$ cat src/rtl/trigger_arm_controller_pkg.sv
// Shared types and constants for the trigger arm controller.
// Holds the state encoding, default sizing and the counter saturation helper.
package trigger_ctrl_pkg;

    typedef enum logic [1:0] {
        ST_IDLE    = 2'd0,
        ST_WAIT    = 2'd1,
        ST_FIRE    = 2'd2,
        ST_HOLDOFF = 2'd3
    } state_t;

    localparam int DEF_NUM_CH = 4;
    localparam int DEF_CNT_W  = 16;

    // All-ones value of a counter of the given width.
    function automatic logic [63:0] cnt_max(input int width);
        return (64'd1 << width) - 64'd1;
    endfunction

endpackage

$ cat src/rtl/trigger_arm_controller_if.sv
// Control/status bundle of the trigger arm controller.
// master drives the trigger lines and configuration, slave is the controller.
interface trigger_arm_controller_if
    import trigger_ctrl_pkg::*;
#(
    parameter int NUM_CH = DEF_NUM_CH,
    parameter int CNT_W  = DEF_CNT_W
);
    logic [NUM_CH-1:0] signal_in;
    logic [NUM_CH-1:0] ch_mask;
    logic [CNT_W-1:0]  timeout_cycles;
    logic [CNT_W-1:0]  holdoff_cycles;
    logic              auto_rearm;
    logic              arm;
    logic              abort;
    logic              armed;
    logic              busy;
    logic              fired;
    logic [NUM_CH-1:0] fired_ch;
    logic              timed_out;
    logic [CNT_W-1:0]  trig_count;

    modport master (
        output signal_in, ch_mask, timeout_cycles, holdoff_cycles, auto_rearm, arm, abort,
        input  armed, busy, fired, fired_ch, timed_out, trig_count
    );

    modport slave (
        input  signal_in, ch_mask, timeout_cycles, holdoff_cycles, auto_rearm, arm, abort,
        output armed, busy, fired, fired_ch, timed_out, trig_count
    );
endinterface

$ cat src/rtl/trigger_arm_controller_edge.sv
// Per-channel rising-edge detector; edge vector is combinational off the previous sample.
// No backpressure; the previous-sample registers load every cycle.
module rising_edge_bank
    import trigger_ctrl_pkg::*;
#(
    parameter int NUM_CH = DEF_NUM_CH
) (
    input  logic              clk,
    input  logic              reset,
    input  logic [NUM_CH-1:0] signal_in,
    input  logic [NUM_CH-1:0] mask,
    output logic [NUM_CH-1:0] edge_vec
);
    logic [NUM_CH-1:0] prev;

    // Reset to ones so a line already high when reset drops is not seen as an edge.
    always_ff @(posedge clk) begin
        if (reset) begin
            prev <= '1;
        end else begin
            prev <= signal_in;
        end
    end

    assign edge_vec = ~prev & signal_in & mask;

endmodule

$ cat src/rtl/trigger_arm_controller.sv
// Armed trigger sequencer: fires one cycle after a masked rising edge, then holds off.
// All outputs registered; no backpressure, arm outside IDLE is dropped.
module trigger_arm_controller
    import trigger_ctrl_pkg::*;
#(
    parameter int NUM_CH = DEF_NUM_CH,
    parameter int CNT_W  = DEF_CNT_W
) (
    input  logic                     clk,
    input  logic                     reset,
    trigger_arm_controller_if.slave  bus
);
    localparam logic [CNT_W-1:0] CNT_MAX = CNT_W'(cnt_max(CNT_W));

    state_t            state;
    logic [NUM_CH-1:0] mask_q;
    logic [NUM_CH-1:0] rise;
    logic [NUM_CH-1:0] fired_ch_q;
    logic [CNT_W-1:0]  timeout_q;
    logic [CNT_W-1:0]  holdoff_q;
    logic [CNT_W-1:0]  wait_cnt;
    logic [CNT_W-1:0]  hold_cnt;
    logic [CNT_W-1:0]  trig_cnt;
    logic              auto_q;
    logic              armed_q;
    logic              busy_q;
    logic              fired_q;
    logic              timed_out_q;
    logic              wait_expired;
    logic              hold_done;

    rising_edge_bank #(.NUM_CH(NUM_CH)) u_edges (
        .clk       (clk),
        .reset     (reset),
        .signal_in (bus.signal_in),
        .mask      (mask_q),
        .edge_vec  (rise)
    );

    // Counters hold (cycles already spent - 1) in the phase, so +1 equals the limit on the last cycle.
    assign wait_expired = (timeout_q != '0) && ((wait_cnt + CNT_W'(1)) == timeout_q);
    assign hold_done    = ((hold_cnt + CNT_W'(1)) == holdoff_q);

    always_ff @(posedge clk) begin
        if (reset) begin
            state       <= ST_IDLE;
            mask_q      <= '0;
            fired_ch_q  <= '0;
            timeout_q   <= '0;
            holdoff_q   <= '0;
            wait_cnt    <= '0;
            hold_cnt    <= '0;
            trig_cnt    <= '0;
            auto_q      <= 1'b0;
            armed_q     <= 1'b0;
            busy_q      <= 1'b0;
            fired_q     <= 1'b0;
            timed_out_q <= 1'b0;
        end else begin
            fired_q     <= 1'b0;
            timed_out_q <= 1'b0;
            if (bus.abort) begin
                state   <= ST_IDLE;
                armed_q <= 1'b0;
                busy_q  <= 1'b0;
            end else begin
                case (state)
                    ST_IDLE: begin
                        if (bus.arm) begin
                            mask_q    <= bus.ch_mask;
                            timeout_q <= bus.timeout_cycles;
                            holdoff_q <= bus.holdoff_cycles;
                            auto_q    <= bus.auto_rearm;
                            wait_cnt  <= '0;
                            state     <= ST_WAIT;
                            armed_q   <= 1'b1;
                            busy_q    <= 1'b1;
                        end
                    end
                    ST_WAIT: begin
                        // Edge takes priority over a same-cycle timeout.
                        if (rise != '0) begin
                            state      <= ST_FIRE;
                            armed_q    <= 1'b0;
                            fired_q    <= 1'b1;
                            fired_ch_q <= rise;
                            if (trig_cnt != CNT_MAX) begin
                                trig_cnt <= trig_cnt + CNT_W'(1);
                            end
                        end else if (wait_expired) begin
                            state       <= ST_IDLE;
                            armed_q     <= 1'b0;
                            busy_q      <= 1'b0;
                            timed_out_q <= 1'b1;
                        end else if (timeout_q != '0) begin
                            wait_cnt <= wait_cnt + CNT_W'(1);
                        end
                    end
                    ST_FIRE: begin
                        if (holdoff_q != '0) begin
                            state    <= ST_HOLDOFF;
                            hold_cnt <= '0;
                        end else if (auto_q) begin
                            state    <= ST_WAIT;
                            wait_cnt <= '0;
                            armed_q  <= 1'b1;
                        end else begin
                            state  <= ST_IDLE;
                            busy_q <= 1'b0;
                        end
                    end
                    ST_HOLDOFF: begin
                        if (!hold_done) begin
                            hold_cnt <= hold_cnt + CNT_W'(1);
                        end else if (auto_q) begin
                            state    <= ST_WAIT;
                            wait_cnt <= '0;
                            armed_q  <= 1'b1;
                        end else begin
                            state  <= ST_IDLE;
                            busy_q <= 1'b0;
                        end
                    end
                    default: begin
                        state   <= ST_IDLE;
                        armed_q <= 1'b0;
                        busy_q  <= 1'b0;
                    end
                endcase
            end
        end
    end

    assign bus.armed      = armed_q;
    assign bus.busy       = busy_q;
    assign bus.fired      = fired_q;
    assign bus.fired_ch   = fired_ch_q;
    assign bus.timed_out  = timed_out_q;
    assign bus.trig_count = trig_cnt;

endmodule
$ cat src/flat_wrapper.sv
// flat-port wrapper written by rule: the top's interface ports become plain ports
module trigger_arm_controller_flat import trigger_ctrl_pkg::*;
#(
    parameter int NUM_CH = DEF_NUM_CH,
    parameter int CNT_W  = DEF_CNT_W
)
  (clk, reset, bus_signal_in, bus_ch_mask, bus_timeout_cycles, bus_holdoff_cycles, bus_auto_rearm, bus_arm, bus_abort, bus_armed, bus_busy, bus_fired, bus_fired_ch, bus_timed_out, bus_trig_count);
  trigger_arm_controller_if #(.NUM_CH(NUM_CH), .CNT_W(CNT_W)) bus_i ();
  input  logic clk;
  input  logic reset;
  input wire logic [$bits(bus_i.signal_in)-1:0] bus_signal_in;
  input wire logic [$bits(bus_i.ch_mask)-1:0] bus_ch_mask;
  input wire logic [$bits(bus_i.timeout_cycles)-1:0] bus_timeout_cycles;
  input wire logic [$bits(bus_i.holdoff_cycles)-1:0] bus_holdoff_cycles;
  input wire logic [$bits(bus_i.auto_rearm)-1:0] bus_auto_rearm;
  input wire logic [$bits(bus_i.arm)-1:0] bus_arm;
  input wire logic [$bits(bus_i.abort)-1:0] bus_abort;
  output wire logic [$bits(bus_i.armed)-1:0] bus_armed;
  output wire logic [$bits(bus_i.busy)-1:0] bus_busy;
  output wire logic [$bits(bus_i.fired)-1:0] bus_fired;
  output wire logic [$bits(bus_i.fired_ch)-1:0] bus_fired_ch;
  output wire logic [$bits(bus_i.timed_out)-1:0] bus_timed_out;
  output wire logic [$bits(bus_i.trig_count)-1:0] bus_trig_count;
  assign bus_i.signal_in = bus_signal_in;
  assign bus_i.ch_mask = bus_ch_mask;
  assign bus_i.timeout_cycles = bus_timeout_cycles;
  assign bus_i.holdoff_cycles = bus_holdoff_cycles;
  assign bus_i.auto_rearm = bus_auto_rearm;
  assign bus_i.arm = bus_arm;
  assign bus_i.abort = bus_abort;
  assign bus_armed = bus_i.armed;
  assign bus_busy = bus_i.busy;
  assign bus_fired = bus_i.fired;
  assign bus_fired_ch = bus_i.fired_ch;
  assign bus_timed_out = bus_i.timed_out;
  assign bus_trig_count = bus_i.trig_count;
  trigger_arm_controller #(.NUM_CH(NUM_CH), .CNT_W(CNT_W)) u_core (.clk(clk), .reset(reset), .bus(bus_i));
endmodule
$ cat config.mk
export PLATFORM = sky130hd
export DESIGN_NAME = trigger_arm_controller_flat
export DESIGN_NICKNAME = d
export VERILOG_FILES = /design/src/rtl/trigger_arm_controller_pkg.sv /design/src/rtl/trigger_arm_controller_if.sv /design/src/rtl/trigger_arm_controller_edge.sv /design/src/rtl/trigger_arm_controller.sv /design/src/flat_wrapper.sv
export SDC_FILE = /design/constraint.sdc
export NUM_CORES = 1
export LEC_CHECK = 0
export ABC_AREA = 1
export ABC_CLOCK_PERIOD_IN_PS = 2000
export BUFFER_PORTS_ARGS = -buffer_cell sky130_fd_sc_hd__buf_2
export CORE_MARGIN = 2
export CORE_UTILIZATION = 45
export CTS_CLUSTER_SIZE = 30
export DETAILED_ROUTE_END_ITERATION = 10
export PLACE_DENSITY = 0.76
export SLEW_MARGIN = 20
export SYNTH_ARGS = -nofsm -noshare
export SYNTH_HDL_FRONTEND = slang
export SYNTH_SLANG_ARGS = --single-unit
$ cat constraint.sdc
create_clock -name clk -period 2 [get_ports clk]
set_clock_uncertainty 0.1 [all_clocks]
set_input_delay 0.1 -clock clk [delete_from_list [all_inputs] [get_ports clk]]
set_output_delay 0.1 -clock clk [all_outputs]
set_load 0.02 [all_outputs]
==> metrics.yaml, run 1 <==
synthesis:
  synth_cell_types: 40
  ys_warn_count: 0
  ys_ff_latch: 99
  syn-num-nets: 933
  yosysSeqAreaShare_pct: 35.7
  syn_inst: 885
  synthesis.area_um2: 5560
  synth_area_per_cell_um2: 6.28
timing:
  fin_setup_tns_ns: -19.14
  setup-violations-final: 48
  fin_crit_sh_pct: 128
  worst_pin_slew_ns: 0.546
  final.min_clock_period_ns: 2.57
  final_hold_viol_count: 0
  slew_headroom_pct: 63.6
  fmax_ghz: 0.390
  slew_viol_final: 0
  timing.hold.ws_ns: 0.0840
  setup_slack_ns: -0.566
  rsz0062_at_grt: "true"
power:
  peakVddDrop_mv: 0.757
  p_leak_nw: 4.07
  power.density_nw_per_um2: 593
worst_setup_path:
  r2r_slack_ns: -0.57
  reg2reg_from: "u_core.hold_cnt[0]"
  cp.arrival_ns: 2.76
  crit_chain: "ha_4 > nand2_8 > nor2_8 > buf_4 > nand4_1 > nand2_1 > nor2_1 > nor2_1 > nand2_1 > nor2_2 > nand3_4 > nand2_4 > nand3_4 > clkbuf_16 > nand2_1 > nand2_1 > nor2_1"
  cp.depth: 17
  slowest_delay_ns: 0.40
  r2r_cells: 17
  crit_slowest_cell: "dfxtp_4"
  endpoint_kind: "register"
  worstSetupPathType: "reg -> reg"
  crit_path_max_fanout: 8
  crit_buf_inv: 2
  crit_required_ns: 2.19
  cp_common_cell: "nand2_1"
  reg2reg_to: "u_core.wait_cnt[9]"
  cp_top_family: "simple AND/OR/NAND/NOR gates"
  startpoint_type: "register"
placed_design:
  place_ws_ns: -0.405
  io_buffers: 68
  gp_congestion: 0.937
  dp_hpwl_mm: 11.8
final_layout:
  multi_input_area_um2: 3400
  syn2layout_area_growth_pct: 52.7
  final_common_cell: "nand2_1"
  register_area_um2: 2000
  final_cell_mix: "nand2_1, buf_4, inv_1"
  num_antenna_cells: 0
  layout.nets: 1190
  layout-drive-gt1-share_pct: 32.3
  num-fill-cells: 868
global_routing:
  grt_pass1_vias: 6169
  grtUsageTotal_pct: 26.9
  grt_max_degree: 48
  overflow: 0
  grt_antenna_before_repair: 0
  grt_use_met3_pct: 5.90
  grt_pass1_wl_mm: 28.3
  gr-usage-met2_pct: 49.5
  grt_use_met1_pct: 31.1
  grt.busiest_layer: "met2"
clock_tree:
  worstSkewPairLatency_ns: 0.36
  cts_root_buf: "clkbuf_16"
  path_clk_slew_ns: 0.08
  cts_num_sinks: 99
  cts_buffer_depth: 2
  numCtsBuffers: 9
  cts_htree_levels: 3
  cts_tree: "done"
run:
  cap_violations: 0
hold_path:
  hold_depth: 2
  hp-start: "bus_abort"
  hp-class: "in -> reg"
  holdPathEnd: "u_core.bus.fired"
routing:
  ant_nets: 0
  vias: 6899
  drt_iter0_drc: 606
  drt_first_pass_iters: 5
  wl_mm: 20.2
  wire_per_inst_um: 15.6
  route.detailed.drc: 0
  avgViaCountPerCell: 5.33
die:
  ioPinCount: 69
  dieHeight_um: 115
  start_util_pct: 46.3
  coreArea_um2: 12000
  num_rows: 40
  dieArea_um2: 13300
  die_width_um: 115
run_status:
  run_status: "finished with violations"
  violations: "setup timing"
==> registers in the layout, indices dropped and copies added (netlist names), 2 cells and up <==
signal / cells
u_core.wait_cnt: 16
u_core.holdoff_q: 16
u_core.mask_q: 4
u_core.u_edges.prev: 4
u_core.bus.fired_ch: 4
u_core.hold_cnt: 16
u_core.state: 2
u_core.timeout_q: 16
u_core.bus.trig_count: 16
==> final cells by class <==
class | instances | share of cell area (%)
Clock buffer | 9 | 2.66
Clock inverter | 7 | 1.37
Inverter | 118 | 5.25
Multi-Input combinational cell | 644 | 40.1
Sequential cell | 99 | 23.6
Tap cell | 147 | 2.17
Timing Repair Buffer | 270 | 24.8
==> cells by family (layout without fill, tap and decap cells) <==
logic type / after synthesis / in the layout / synth area share (%)
buf+inv: 142 / 404 / 10.1
fa+ha+maj: 3 / 3 / 0.676
compound gates: 133 / 133 / 12.6
flops: 99 / 99 / 35.7
simple gates: 501 / 501 / 39.9
xor+xnor: 7 / 7 / 1.10
==> repair_timing <==
action | in CTS | in global routing
endpoints found under the setup margin | 46 | 60
pin swaps | 18 | 47
gates cloned | 0 | 2
hold endpoints to repair | 45 | 0
setup buffers | 14 | 14
gates resized for setup | 51 | 75
hold buffers | 41 | 0
==> synth_stat cells, drive strengths merged <==
library cell	count	share of area (%)
nor2	129	9.9
nand4	22	2.5
o21bai	2	0.27
o21a	1	0.14
nor3b	1	0.14
o21ai	57	5.5
dfxtp	99	36
nand3b	2	0.27
and2	2	0.23
ha	3	0.68
nand2	251	17
nand3	69	6.8
clkinv	1	0.068
buf	5	0.83
nor4	7	0.79
a31oi	2	0.23
or2	4	0.45
xnor2	3	0.47
o211ai	1	0.14
nor3	13	1.3
and3	1	0.11
clkbuf	19	1.3
a21boi	1	0.14
a21oi	69	6.2
inv	117	7.9
xor2	4	0.63
==> through the flow <==
stage               cell area (um2)  power (mW)  cells  utilization, %
finish                         8480        5.03   1294            70.6
global route                   8480        5.19   1294            70.6
CTS                            8100        4.94   1279            67.4
detailed placement             7060        2.87   1209            58.8
global placement               7060        2.85   1209            58.8
floorplan                      5600        2.57    885               -
==> metal layers <==
layer  wire length (um)  vias up  part of all wire (%)
met1               7940     3167                    39
met4                655        0                   3.2
met2              10400      319                    51
met5                  0        -                     0
li1                   -     3347                     -
met3               1210       66                   6.0
==> report_power, final <==
group / internal, mW / total (mW) / switching [mW]
Clock: 1.14 / 2.02 / 0.881
Combinational: 0.402 / 0.877 / 0.476
Sequential: 2.06 / 2.13 / 0.0734
Total: 3.60 / 5.03 / 1.43
==> worst max-delay path by stage <==
stage	startpoint	endpoint	slack, ns
floorplan	u_core.hold_cnt[0]	u_core.wait_cnt[2]	-0.12
global placement	u_core.wait_cnt[0]	u_core.bus.timed_out	-0.36
detailed placement	u_core.hold_cnt[1]	u_core.wait_cnt[5]	-0.41
CTS	u_core.hold_cnt[1]	u_core.wait_cnt[11]	-0.34
global route	u_core.hold_cnt[0]	u_core.wait_cnt[9]	-0.69
finish	u_core.hold_cnt[0]	u_core.wait_cnt[9]	-0.57
No activity file was read; power rests on OpenSTA's default activity.
==> run 2: changes to the inputs <==
Settings changed: ABC_CLOCK_PERIOD_IN_PS 2000 to 3100, PLACE_DENSITY 0.76 to 0.73.
Clock period 2 ns to 3.1 ns, I/O delays scaled along.
==> run 2 against run 1 <==
Combinational power shrank 55%. Hold slack got worse by 0.077 ns. Final cell count is 12% lower. The flow now finishes without violations. First-iteration DRC count decreased by 46%. Total power decreased by 41%. Sequential cell count unchanged. Sequential power down 35%. Register-to-register slack improved by 0.97 ns. Highest routed layer unchanged. Critical path depth shrank 2. Count of clock-buffer cells in the layout is the same. Global-route usage decreased by 4.7 points. Largest power group unchanged.
==> metrics.yaml, run 2 (synthesis gave the netlist of run 1 again) <==
run_status:
  run_status: "finished clean"
timing:
  slew_headroom_pct: 36.5
  fin_setup_tns_ns: 0
  setup-violations-final: 0
  rsz0062_at_grt: "false"
  setup_slack_ns: 0.401
  slew_viol_final: 0
  final_hold_viol_count: 0
  final.min_clock_period_ns: 2.70
  worst_pin_slew_ns: 0.952
  fin_crit_sh_pct: 87.1
  fmax_ghz: 0.371
worst_setup_path:
  cp.arrival_ns: 2.90
  crit_path_max_fanout: 31
  crit_required_ns: 3.30
  endpoint_kind: "register"
  worstSetupPathType: "reg -> reg"
  worstSetupStartpoint: "u_core.hold_cnt[1]"
  reg2reg_from: "u_core.hold_cnt[1]"
  startpoint_type: "register"
hold_path:
  hp-class: "in -> reg"
  hp-start: "bus_auto_rearm"
clock_tree:
  path_clk_slew_ns: 0.08
  cts_setup_buffers: 0
  worstSkewPairLatency_ns: 0.36
  cts_htree_levels: 3
  cts_tree: "done"
  cts_buffer_depth: 2
  cts_root_buf: "clkbuf_16"
  cts_num_sinks: 99
  numCtsBuffers: 9
global_routing:
  grt_pass1_wl_mm: 23.5
  overflow: 0
  grtUsageTotal_pct: 22.2
  grt_max_degree: 63
  grt_antenna_before_repair: 0
  grt_pass1_vias: 5174
die:
  num_rows: 40
  die_width_um: 115
  dieArea_um2: 13300
  dieHeight_um: 115
  start_util_pct: 46.3
  ioPinCount: 69
  coreArea_um2: 12000
power:
  p_leak_nw: 3.11
  peakVddDrop_mv: 0.363
  power.density_nw_per_um2: 446
final_layout:
  layout-drive-gt1-share_pct: 12.3
  utilization_pct: 55.8
  instances_no_fill: 1135
  syn2layout_area_growth_pct: 20.7
  final_common_cell: "nand2_1"
  final_cell_mix: "nand2_1, nor2_1, inv_1"
  num_antenna_cells: 0
  layout.nets: 1031
routing:
  avgViaCountPerCell: 5.04
  wire_per_inst_um: 12.4
  wl_mm: 14.1
  vias: 5716
  drt_iter0_drc: 328
  drt_first_pass_iters: 5
  ant_nets: 0
  route.detailed.drc: 0
placed_design:
  place_ws_ns: 0.341
  gp_congestion: 0.912
  place_inst: 1083
  dp_hpwl_mm: 10.1
  io_buffers: 68
run:
  cap_violations: 0
-- run 2: cell count changes in the layout (fill, tap and decap cells not counted), sizes merged --
cell	delta
buf	-152
bufinv	-1
clkbuf	-2
clkinv	+1
dlygate4sd3	-5
-- run 2: worst max-delay path, cell delays in order (launching register included) --
cell	delay [ns]
dfxtp_1	0.39
ha_1	0.20
nand2_2	0.13
nor2_8	0.18
nand2_1	0.07
nand2_1	0.08
and2_1	0.15
nor2_1	0.04
nor2_1	0.09
nand2_1	0.09
nor2_1	0.14
nand3_2	0.14
nand2_4	0.17
nand3_4	0.30
and2_1	0.26
nor2_1	0.09
-- run 2: what timing repair did --
item,4_1_cts,5_1_grt
hold endpoints to repair,39,0
gates resized for setup,0,1
endpoints found under the setup margin,0,2
hold buffers,36,0
-- run 2: routing by layer --
layer / wire length (um) / part of all wire, % / vias to the layer above / GRT usage, %
met5: 0 / 0 / - / 0
met2: 6530 / 46 / 129 / 37.3
li1: - / - / 3023 / -
met3: 561 / 4.0 / 26 / 3.95
met1: 6640 / 47 / 2538 / 28.3
met4: 373 / 2.6 / 0 / 8.92
-- run 2: final timing paths --
kind                                      endpoint  slack [ns]  cells after the start
worst min-delay path                 u_core.auto_q       0.007                      3
worst max register to register  u_core.wait_cnt[0]        0.40                     15
worst max-delay path            u_core.wait_cnt[0]        0.40                     15
worst min register to register    u_core.mask_q[1]        0.36                      2
-- run 2: stage by stage --
| step | instance area, um2 | total power, mW | hold slack, ns |
|---|---|---|---|
| after floorplan | 5560 | 1.66 | 0.162 |
| after global placement | 6010 | 1.76 | 0.260 |
| after detailed placement | 6010 | 1.76 | 0.259 |
| after CTS | 6700 | 3.01 | 0.00913 |
| after global routing | 6700 | 3.14 | 0.0242 |
| final | 6700 | 2.99 | 0.00705 |
-- run 2: layout make-up --
type / count / area (um2)
inverters: 118 / 443
repair buffers: 111 / 753
well taps: 147 / 184
fillers: 1201 / 5310
multi-input cells: 644 / 3010
flip-flops and latches: 99 / 1980
clock buffers: 9 / 225
clock inverters: 7 / 103
-- run 2: where the power goes --
part           internal, mW  switching (mW)
Sequential             1.33          0.0462
Combinational         0.162           0.235
Clock                 0.657           0.560
==> run 3: changes to the inputs <==
Settings changed: CELL_PAD_IN_SITES_DETAIL_PLACEMENT set to 1, CELL_PAD_IN_SITES_GLOBAL_PLACEMENT set to 2, CORE_UTILIZATION 45 to 35, CTS_BUF_LIST set to sky130_fd_sc_hd__clkbuf_4, PLACE_DENSITY 0.73 to 0.95.
==> run 3 against run 2 <==
Hold slack better by 0.054 ns. Critical path depth up 1. Count of clock-buffer cells in the layout rose by 1. Combinational power grew 5.5%. Non-clock buffer count rose by 7. Fmax fell by 3.4%. Sequential cell count unchanged. Global-route usage is 1.3 points lower. Highest routed layer unchanged. Final cell count rose by 6.9%. Sequential share of layout area rose by 0.092 points. Total power is 17% lower.
==> metrics.yaml, run 3 (synthesis gave the netlist of run 1 again) <==
run_status:
  run_status: "finished clean"
routing:
  drt_iter0_drc: 257
  drt_first_pass_iters: 4
  wire_per_inst_um: 14.1
  ant_nets: 0
  vias: 5801
  wl_mm: 17.2
  avgViaCountPerCell: 4.78
  route.detailed.drc: 0
power:
  power.density_nw_per_um2: 373
  p_total_mw: 2.49
  peakVddDrop_mv: 0.177
  p_leak_nw: 3.06
die:
  dieArea_um2: 16900
  die_width_um: 130
  coreArea_um2: 15700
  start_util_pct: 35.4
  num_rows: 46
  ioPinCount: 69
  dieHeight_um: 130
run:
  cap_violations: 0
timing:
  rsz0062_at_grt: "false"
  timing.hold.ws_ns: 0.0612
  fin_crit_sh_pct: 90.1
  final.min_clock_period_ns: 2.79
  final_hold_viol_count: 0
  fmax_ghz: 0.358
  worst_pin_slew_ns: 0.842
  fin_setup_tns_ns: 0
  setup-violations-final: 0
  slew_headroom_pct: 43.4
  slew_viol_final: 0
clock_tree:
  cts_htree_levels: 3
  cts_buffer_depth: 2
  numCtsBuffers: 9
  cts_num_sinks: 99
  path_clk_slew_ns: 0.18
  cts_tree: "done"
  worstSkewPairLatency_ns: 0.49
  cts_root_buf: "clkbuf_4"
worst_setup_path:
  worstSetupPathType: "reg -> reg"
  slowest_delay_ns: 0.49
  cp_common_cell: "nand2_1"
  endpoint_kind: "register"
  crit_buf_inv: 1
  crit_slowest_cell: "dfxtp_1"
  cp.arrival_ns: 3.14
  crit_chain: "ha_1 > nand2_2 > nor2_8 > nand3_4 > inv_2 > nand2_1 > nand2_1 > nand2_1 > nand2_1 > nand2_1 > nor2_1 > nand3_2 > nand2_4 > nand3_4 > and2_1 > nor2_1"
  startpoint_type: "register"
  crit_path_max_fanout: 16
  crit_required_ns: 3.45
  r2r_slack_ns: 0.31
  cp_top_family: "simple AND/OR/NAND/NOR gates"
global_routing:
  overflow: 0
  grt_antenna_before_repair: 1
  grt_pass1_wl_mm: 28.2
  grt_max_degree: 38
  grt_pass1_vias: 5896
  grtUsageTotal_pct: 20.9
final_layout:
  fin_area_um2: 6680
  layout-drive-gt1-share_pct: 12.3
  num-fill-cells: 2131
  final_cell_mix: "nand2_1, nor2_1, inv_1"
  utilization_pct: 42.5
  syn2layout_area_growth_pct: 20.2
  layout.nets: 1039
  final_common_cell: "nand2_1"
placed_design:
  io_buffers: 68
  gp_congestion: 0.819
  dpl_cell_area_um2: 6110
  dp_hpwl_mm: 12.6
hold_path:
  hp-class: "in -> reg"
-- run 3: changes by cell type in the layout (fill, tap and decap cells not counted) --
cell / change
buf_4: +1
bufinv_16: -1
clkbuf_16: -9
clkbuf_4: +10
clkinv_4: +2
clkinv_8: -2
dfxtp_1: +1
dfxtp_2: -1
diode_2: +1
dlygate4sd3_1: +6
inv_6: +1
inv_8: -1
nand3_4: +1
-- run 3: what timing repair did --
item / 4_1_cts / 5_1_grt
hold buffers: 42 / 0
setup buffers: 0 / 0
endpoints found under the hold margin: 49 / 0
gates resized for setup: 0 / 1
setup endpoints to repair: 0 / 12
-- run 3: per-layer routing --
metal  vias up  share of wire, %  GRT usage, %  wire length (um)
li1       3039                 -             -                 -
met2        57                49          38.3              8460
met1      2690                47          25.6              8140
met3        15               1.7          2.38               295
met4         0               1.5          6.39               259
met5         -                 0             0                 0
-- run 3: layout make-up --
type / count / area, um2 / area share, %
Inverter: 118 / 443 / 6.63
Antenna cell: 1 / 2.50 / 0.0375
Clock buffer: 10 / 75.1 / 1.12
Multi-Input combinational cell: 645 / 3030 / 45.4
Sequential cell: 99 / 1980 / 29.7
Clock inverter: 6 / 55.1 / 0.824
Tap cell: 216 / 270 / 4.05
Timing Repair Buffer: 118 / 821 / 12.3
-- run 3: where the power goes --
| group | internal, mW | switching, mW | leakage (nW) | total, mW |
|---|---|---|---|---|
| logic | 0.168 | 0.251 | 2.18 | 0.419 |
| registers | 1.33 | 0.0473 | 0.809 | 1.38 |
| clock network | 0.192 | 0.501 | 0.0739 | 0.693 |
-- run 3: worst paths after layout --
check                             to  depth (start not counted)               start
setup reg to reg  u_core.wait_cnt[0]                         16  u_core.hold_cnt[0]
setup / recovery  u_core.wait_cnt[0]                         16  u_core.hold_cnt[0]
hold reg to reg     u_core.mask_q[2]                          2    u_core.mask_q[2]
hold / removal       u_core.state[0]                          5             bus_arm
-- run 3: tightest hold or removal path, cell delays in order --
cell      delay [ns]
buf_2           0.12
nor2_1          0.07
o211ai_1        0.18
nand2_1         0.06
inv_1           0.04
-- run 3: through the flow --
step           cells  setup slack [ns]
2_1_floorplan    885             0.839
3_3_place_gp    1153             0.325
3_5_place_dp    1153             0.253
4_1_cts         1211             0.201
5_1_grt         1213            0.0109
6_report        1213             0.307
